File: config.mk
export PLATFORM = sky130hd
export DESIGN_NAME = uart_tx_arbiter
export DESIGN_NICKNAME = d
export VERILOG_FILES = /design/src/rtl/uart_pkg.sv /design/src/rtl/uart_tx_arbiter_rr.sv /design/src/rtl/uart_tx_arbiter.sv
export SDC_FILE = /design/constraint.sdc
export NUM_CORES = 1
export LEC_CHECK = 0
export BUFFER_PORTS_ARGS = -buffer_cell sky130_fd_sc_hd__buf_2
export CORE_MARGIN = 3
export CORE_UTILIZATION = 35
export DETAILED_ROUTE_END_ITERATION = 8
export GPL_TIMING_DRIVEN = 0
export SETUP_SLACK_MARGIN = 0.1
export SLEW_MARGIN = 20
export SYNTH_ARGS = -nofsm -noshare
export SYNTH_HDL_FRONTEND = slang
export SYNTH_SLANG_ARGS = --single-unit
File: constraint.sdc
create_clock -name clk -period 2.7 [get_ports clk]
set_clock_uncertainty 0.1 [all_clocks]
set_input_delay 0.135 -clock clk [delete_from_list [all_inputs] [get_ports clk]]
set_output_delay 0.135 -clock clk [all_outputs]
set_load 0.005 [all_outputs]
File: src/rtl/uart_pkg.sv
// Shared definitions for the UART transmit arbiter: FSM states, baud codes
// (matching uart_byte_tx / uart_byte_rx) and the default watchdog limit.
package uart_pkg;

  typedef enum logic [2:0] {
    ST_IDLE,
    ST_LOAD,
    ST_SEND,
    ST_WAIT,
    ST_GAP
  } state_t;

  localparam logic [2:0] BAUD_9600   = 3'd0;
  localparam logic [2:0] BAUD_19200  = 3'd1;
  localparam logic [2:0] BAUD_38400  = 3'd2;
  localparam logic [2:0] BAUD_57600  = 3'd3;
  localparam logic [2:0] BAUD_115200 = 3'd4;

  localparam int unsigned DEFAULT_TIMEOUT = 2000000;

endpackage

File: src/rtl/uart_tx_arbiter_rr.sv
// Round-robin grant: combinational first-set scan starting at a registered
// pointer; the pointer moves to just past the last owner when told to.
module rr_arbiter #(
  parameter int unsigned N_REQ = 4
) (
  input  logic                       clk,
  input  logic                       reset,
  input  logic [N_REQ-1:0]           req,
  input  logic                       advance,
  input  logic [$clog2(N_REQ)-1:0]   last,
  output logic                       valid,
  output logic [$clog2(N_REQ)-1:0]   grant
);

  localparam int unsigned IW = $clog2(N_REQ);

  logic [IW-1:0] ptr;
  logic [IW:0]   sum;
  logic [IW-1:0] idx;

  always_ff @(posedge clk) begin
    if (reset) begin
      ptr <= '0;
    end else if (advance) begin
      ptr <= (last == IW'(N_REQ - 1)) ? '0 : last + 1'b1;
    end
  end

  // Scan ptr, ptr+1, ... wrapping modulo N_REQ (not 2**IW).
  always_comb begin
    valid = 1'b0;
    grant = '0;
    sum   = '0;
    idx   = '0;
    for (int unsigned k = 0; k < N_REQ; k++) begin
      sum = {1'b0, ptr} + (IW + 1)'(k);
      if (sum >= (IW + 1)'(N_REQ)) begin
        sum = sum - (IW + 1)'(N_REQ);
      end
      idx = sum[IW-1:0];
      if (!valid && req[idx]) begin
        valid = 1'b1;
        grant = idx;
      end
    end
  end

endmodule

File: src/rtl/uart_tx_arbiter.sv
// Shares one uart_byte_tx between N_REQ requesters: round-robin grant, byte
// latch, send strobe, tx_done wait with watchdog, and inter-byte idle gap.
module uart_tx_arbiter
  import uart_pkg::*;
#(
  parameter int unsigned N_REQ   = 4,
  parameter int unsigned GAP_W   = 16,
  parameter int unsigned TIMEOUT = DEFAULT_TIMEOUT
) (
  input  logic                       clk,
  input  logic                       reset,
  input  logic [N_REQ-1:0]           req,
  input  logic [8*N_REQ-1:0]         req_data,
  output logic [N_REQ-1:0]           req_ack,
  output logic [N_REQ-1:0]           req_done,
  output logic [N_REQ-1:0]           req_err,
  input  logic [2:0]                 cfg_baud,
  input  logic [GAP_W-1:0]           cfg_gap,
  output logic [7:0]                 tx_data,
  output logic                       tx_send_en,
  output logic [2:0]                 tx_baud,
  input  logic                       tx_done,
  output logic                       busy,
  output logic [$clog2(N_REQ)-1:0]   owner
);

  localparam int unsigned IW   = $clog2(N_REQ);
  localparam int unsigned WD_W = $clog2(TIMEOUT) + 1;

  state_t                  state;
  state_t                  state_next;
  logic [N_REQ-1:0][7:0]   bytes;
  logic                    grant_valid;
  logic [IW-1:0]           grant;
  logic [N_REQ-1:0]        grant_oh;
  logic [N_REQ-1:0]        owner_oh;
  logic [WD_W-1:0]         wd;
  logic                    wd_expire;
  logic [GAP_W-1:0]        gap_cnt;
  logic                    finish;

  assign bytes     = req_data;
  assign grant_oh  = N_REQ'(1) << grant;
  assign owner_oh  = N_REQ'(1) << owner;
  assign wd_expire = (wd == WD_W'(TIMEOUT - 1));
  assign busy      = (state != ST_IDLE);

  rr_arbiter #(
    .N_REQ(N_REQ)
  ) u_rr (
    .clk     (clk),
    .reset   (reset),
    .req     (req),
    .advance (finish),
    .last    (owner),
    .valid   (grant_valid),
    .grant   (grant)
  );

  always_ff @(posedge clk) begin
    if (reset) begin
      state <= ST_IDLE;
    end else begin
      state <= state_next;
    end
  end

  // Pulses are gated by reset so the strobe drops in the reset cycle itself.
  always_comb begin
    state_next = state;
    req_ack    = '0;
    req_done   = '0;
    req_err    = '0;
    tx_send_en = 1'b0;
    finish     = 1'b0;
    if (!reset) begin
      unique case (state)
        ST_IDLE: begin
          if (grant_valid) begin
            req_ack    = grant_oh;
            state_next = ST_LOAD;
          end
        end
        ST_LOAD: state_next = ST_SEND;
        ST_SEND: begin
          tx_send_en = 1'b1;
          state_next = ST_WAIT;
        end
        ST_WAIT: begin
          if (tx_done) begin
            req_done   = owner_oh;
            finish     = 1'b1;
            state_next = ST_GAP;
          end else if (wd_expire) begin
            req_err    = owner_oh;
            finish     = 1'b1;
            state_next = ST_GAP;
          end
        end
        ST_GAP: begin
          if (gap_cnt == '0) state_next = ST_IDLE;
        end
        default: state_next = ST_IDLE;
      endcase
    end
  end

  always_ff @(posedge clk) begin
    if (reset) begin
      owner   <= '0;
      tx_data <= '0;
      tx_baud <= '0;
      wd      <= '0;
      gap_cnt <= '0;
    end else begin
      if (state == ST_IDLE) tx_baud <= cfg_baud;
      if (state == ST_IDLE && grant_valid) begin
        owner   <= grant;
        tx_data <= bytes[grant];
      end
      if (state == ST_SEND) begin
        wd <= '0;
      end else if (state == ST_WAIT) begin
        wd <= wd + 1'b1;
      end
      if (finish) begin
        gap_cnt <= cfg_gap;
      end else if (state == ST_GAP && gap_cnt != '0) begin
        gap_cnt <= gap_cnt - 1'b1;
      end
    end
  end

endmodule
Word level (Yosys, flattened, before mapping):

Index checks and enable logic that the tools add are counted.

* shift-type cells: 2
* reductions and logical operators: 15
* eq/ne operators: 9
* mux-type cells: 46
* order comparisons: 9
* add/subtract/negate cells: 10

Operators with widths (count)
* 4-bit 2-to-1 mux: 10
* 16-bit 2-to-1 mux: 2
* 22-bit by 1-bit adder with 22-bit output, second input constant: 1
* 22-bit by 21-bit == test with 1-bit output, second input constant: 1
* 2-bit 2-to-1 mux: 9
* 8-bit binary-select mux with 2-bit select: 1
* 16-bit zero test: 1
* 16-bit nonzero test: 1
* 16-bit by 1-bit subtractor with 16-bit output, second input constant: 1
* 2-bit by 3-bit less-than comparator with 1-bit output, second input constant: 5
* 3-bit case mux with 5 select lines: 1
* 1-bit 2-to-1 mux: 14
* 3-bit 2-to-1 mux: 4
* 3-bit greater-or-equal comparator, second input constant: 3
* 1-bit binary-select mux with 2-bit select: 4
* 8-bit 2-to-1 mux: 1
* 1-bit by 2-bit left shift with 4-bit output, first input constant: 2
* 2-bit by 1-bit subtractor with 2-bit output, second input constant: 4
* 2-bit by 2-bit adder with 3-bit output, second input constant: 2
* 3-bit by 2-bit == test with 1-bit output, second input constant: 2
* 1-bit logical AND: 5
* 2-bit inequality test, second input constant: 2
* 2-bit by 1-bit adder with 3-bit output, second input constant: 1
* 3-bit by 1-bit == test with 1-bit output, second input constant: 1
* 11 further kinds: 13

* word-level logic and storage cells: 98
* input port bits: 58
* register bits: 56
* output and inout bits: 27

Depth between registers and ports, before layout:

* word-level depth: 18
* depth in mapped cells: 7
* gate-level depth less buffers: 7

By module:

Synthesis repeated with hierarchy kept, for this count alone.

* cells, all modules: 384
* area total of the unflattened synthesis: 3226.8 µm²

By module, submodules not included
* uart_tx_arbiter: area each 3065.4 µm², instances 1, cells an instance 361, sequential area each 1081.0 µm²
* rr_arbiter: area each 161.4 µm², instances 1, cells an instance 23, sequential area each 40.0 µm²

Least setup slack after synthesis:

OpenSTA, ideal clock, no wires.

* path type: reg2reg
* from: register wd[21]
* to: register gap_cnt[5]
* stages on the path, launching flop included: 7
* arrival: 1.693 ns
* slack: 0.767 ns
* clock period less this slack: 1.933 ns
* setup time: 0.140 ns
* required time: 2.460 ns
* buffers on the path: 1
* path through: dfxtp_1 or4b_4 nor4_4 a31oi_2 buf_2 nand4_1 o311ai_0

* word-level cells in the longest chain between the ends: 6
* elaborated cells on any way between the ends: 7
* those cells by class: eq/ne: 1; mux: 5; reduce/logical: 1

RTL lines
* from (decl): RTL line uart_tx_arbiter.sv:37 `logic [WD_W-1:0] wd;`
* from (signal assigned): RTL line uart_tx_arbiter.sv:124 `wd <= wd + 1'b1;`
* 22-bit by 21-bit == test with 1-bit output (*): RTL line uart_tx_arbiter.sv:45 `assign wd_expire = (wd == WD_W'(TIMEOUT - 1));`
* 1-bit 2-to-1 mux (*): RTL line uart_tx_arbiter.sv:94 `end else if (wd_expire) begin`
* 1-bit 2-to-1 mux (*): RTL line uart_tx_arbiter.sv:90 `if (tx_done) begin`
* 1-bit 2-to-1 mux (*): RTL line uart_tx_arbiter.sv:77 `unique case (state)`
* 1-bit 2-to-1 mux (*): RTL line uart_tx_arbiter.sv:76 `if (!reset) begin`
* 16-bit 2-to-1 mux or 2-bit nonzero test (tied branches)
* to (signal assigned): RTL line uart_tx_arbiter.sv:127 `gap_cnt <= cfg_gap;`
* to (signal assigned): RTL line uart_tx_arbiter.sv:129 `gap_cnt <= gap_cnt - 1'b1;`
* to (decl): RTL line uart_tx_arbiter.sv:39 `logic [GAP_W-1:0] gap_cnt;`

Mark *: on every way between the ends. The rest lies on a longest branch, timed or not.
A chain may end at the register's enable or synchronous reset.

Worst setup path in the final report:

* from: register gap_cnt[4]
* to: register gap_cnt[13]

* word-level cells in the longest chain between the ends: 3
* elaborated cells on any way between the ends: 6
* those cells by class: add/sub: 1; mux: 2; reduce/logical: 3

RTL lines
* 16-bit by 1-bit subtractor with 16-bit output or 16-bit nonzero test (tied branches): RTL line uart_tx_arbiter.sv:129, uart_tx_arbiter.sv:128
* 16-bit 2-to-1 mux or 1-bit logical AND (tied branches): RTL line uart_tx_arbiter.sv:128 `end else if (state == ST_GAP && gap_cnt != '0) begin`
* 16-bit 2-to-1 mux or 2-bit nonzero test (tied branches)

Parallel ways exist; a longest one is shown, timed or not. The select of a mux whose other input is x is not followed.

==> results by group <==
Drt
  – Via density: 5.24
  – Vias: 3000
  – WL final: 8.21 mm
  – Initial DRT Pass Iterations: 4
  – DRC: 0
  – WL/cell: 14.4 um
  – Routed Antenna Nets: 0
  – Violation count after the first detailed-routing iteration: 126

Synth
  – Most frequent cell after synthesis: dfxtp_1
  – Synth Area in Adders: 2.81%
  – Ys Warns: 0
  – Synth Area per Inst: 8.56 um^2
  – Post-synthesis cell area: 0.00312 mm^2
  – Mapped Cells: 364
  – Post-synthesis compound-gate area fraction: 13.0%
  – Top FF cell, synth: dfxtp_1
  – Synth Area in XOR/XNOR: 7.03%
  – Post-Syn Nets: 429
  – Simple-Gate Fraction of Synth Area: 30.2%
  – Area contributors post-synth: dfxtp_1, mux2i_1, nor2_1
  – Cell variety after synth: 50
  – Cell type with the largest total area after synthesis: dfxtp_1
  – Top post-synthesis cells by count: dfxtp_1, nor2_1, nand3_1, mux2i_1, nand2_1
  – FFs w/ async S/R, synth: 0%
  – Seq cells post-synth: 56
  – Post-synth EDFFs: 0
  – Seq/Total Area, Yosys: 36.0%
  – Largest family of logic cells by synthesized area: simple AND/OR/NAND/NOR gates
  – Top cell type's share of synthesized area: 36.0%
  – Mux cell area share after synthesis: 7.07%

Power and ir drop
  – PD cells: 441 mW/mm^2
  – Lkg Pwr: 1.58 nW
  – Peak supply drop: 245 uV

Setup path
  – Critical Path AT: 2.48 ns
  – Setup crit start kind: flop
  – Worst Path Max Fanout: 8
  – Crit. End Element: flop
  – Critical path required time: 2.81 ns
  – Reg-to-reg slack, setup: 0.33 ns
  – Critical path class: reg -> reg

Timing
  – Worst slew pin tran: 0.812 ns
  – Period utilisation layout: 87.8%
  – Slew Limit Fails: 0
  – Fin worst setup slack: 0.330 ns
  – Setup TNS: 0 ns
  – Achievable Freq: 0.422 GHz
  – WHS: 0.00530 ns
  – Max_slew headroom: 45.4%
  – Final Hold Viols: 0
  – Tmin final: 2.37 ns
  – RSZ-0062 raised after global routing: false
  – Setup-failing EPs final: 0

Job
  – Max_cap viols: 0

Placed design
  – Gp weighted congestion: 0.816
  – Dpl hpwl: 6.22 mm
  – PortBufs: 83
  – Placed Cells: 552
  – Setup WS pre-CTS: 0.415 ns

Clock tree
  – Clk_lat worst skew: 0.30 ns
  – Root Buffer: clkbuf_8
  – Postcts setup bufs: 0
  – Clock-pin transition on the worst setup and hold timing paths: 0.10 ns
  – CTS Buf Count: 5
  – CTS sink count: 56
  – CTS tree: yes
  – Clk buf depth: 2
  – Htree depth: 2

Floorplan
  – Die height: 100 um
  – I/O pin count: 85
  – Row count: 33
  – Core Region: 0.00842 mm^2
  – Die area: 0.0101 mm^2
  – Starting Density: 37.0%
  – Die W: 100 um

Cells and area
  – Final Net Count: 531
  – Share of cells above drive strength 1: 24.0%
  – Final std cells w/o fill: 572
  – ANT cells: 0
  – Area grow syn2layout: 24.7%

Global routing
  – GR Overflow Total: 0
  – First-pass GRT wire length: 13.8 mm
  – Largest net degree at the start of global routing: 18
  – Initial antenna violation count: 0
  – Vias in the first global route: 2973
  – Total track usage: 16.4%

Hold path
  – Hold crit path type: in -> reg

Run status
  – Status: finished, final reports clean
-- power breakdown --
group          internal (mW)  switching, mW
Clock                  0.208          0.271
Combinational          0.155          0.194
Sequential             0.862         0.0238
-- logic make-up (layout without fill, tap and decap cells) --
kind of cell | count (synthesis) | after routing
and+or+nand+nor | 166 | 166
AOI/OAI and AO/OA | 59 | 59
DFF | 56 | 56
buffers and inverters | 29 | 132
xor gates and xnor gates | 25 | 25
muxes | 22 | 22
adders and majority gates | 7 | 7
-- final cells by class --
type / count / area (um^2)
Clock buffer: 6 / 82.6
Clock inverter: 2 / 15.0
Sequential cell: 56 / 1120
Timing Repair Buffer: 95 / 536
Buffer: 19 / 83.8
Inverter: 10 / 37.5
Tap cell: 105 / 131
Multi-Input combinational cell: 279 / 1880
Fill cell: 849 / 4540
-- cells in the final DEF, fill, tap and decap left out, types with 3 or more instances in the layout --
master,count
nand2_1,20
mux2i_1,22
o221ai_1,8
and3_1,4
dlygate4sd3_1,12
nand4_1,10
nand2b_1,6
a31oi_1,6
xnor2_1,11
a211oi_1,3
nor3_1,6
o21ai_0,8
nor2b_1,4
a22oi_1,3
buf_2,90
inv_1,10
clkbuf_8,6
nor2_1,44
clkbuf_1,11
or3_1,9
o211ai_1,4
xor2_1,14
nand3_1,25
nor4_1,10
dfxtp_1,56
and2_1,10
ha_1,7
a21oi_1,15
-- flip-flops by register name (all words and copies together) (netlist names) --
| signal | cells |
|---|---|
| gap_cnt | 16 |
| owner | 2 |
| state | 3 |
| tx_baud | 3 |
| tx_data | 8 |
| u_rr.ptr | 2 |
| wd | 22 |
-- worst paths after layout --
path | from | end | depth (start not counted)
setup reg to reg | gap_cnt[4] | gap_cnt[13] | 5
setup / recovery | gap_cnt[4] | gap_cnt[13] | 5
hold / removal | cfg_gap[2] | gap_cnt[2] | 3
hold reg to reg | u_rr.ptr[0] | u_rr.ptr[0] | 2
-- stage by stage --
stage          total power, mW  cell area (um^2)  utilization, %
2_1_floorplan             1.11              3120               -
3_3_place_gp              1.23              3660            43.5
3_5_place_dp              1.24              3660            43.5
4_1_cts                   1.74              3880            46.1
5_1_grt                   1.81              3890            46.2
6_report                  1.71              3890            46.2
-- worst max-delay path: stages, from the launching register on --
cell      delay [ns]
dfxtp_1         0.36
nor3_1          0.69
nand4_2         0.41
nand2_1         0.37
nand2_1         0.08
a221oi_1        0.27
-- per-layer routing --
layer	global-route usage [%]	share of wire (%)
met5	0	0
met2	29.2	51
met1	21.1	45
met3	2.99	3.4
met4	2.28	0.49
-- what timing repair did --
action | CTS | global route
endpoints found under the setup margin | 0 | 2
hold buffers | 12 | 0
resized for setup | 0 | 1
endpoints found under the hold margin | 12 | 0
No activity file was read; power rests on OpenSTA's default activity.
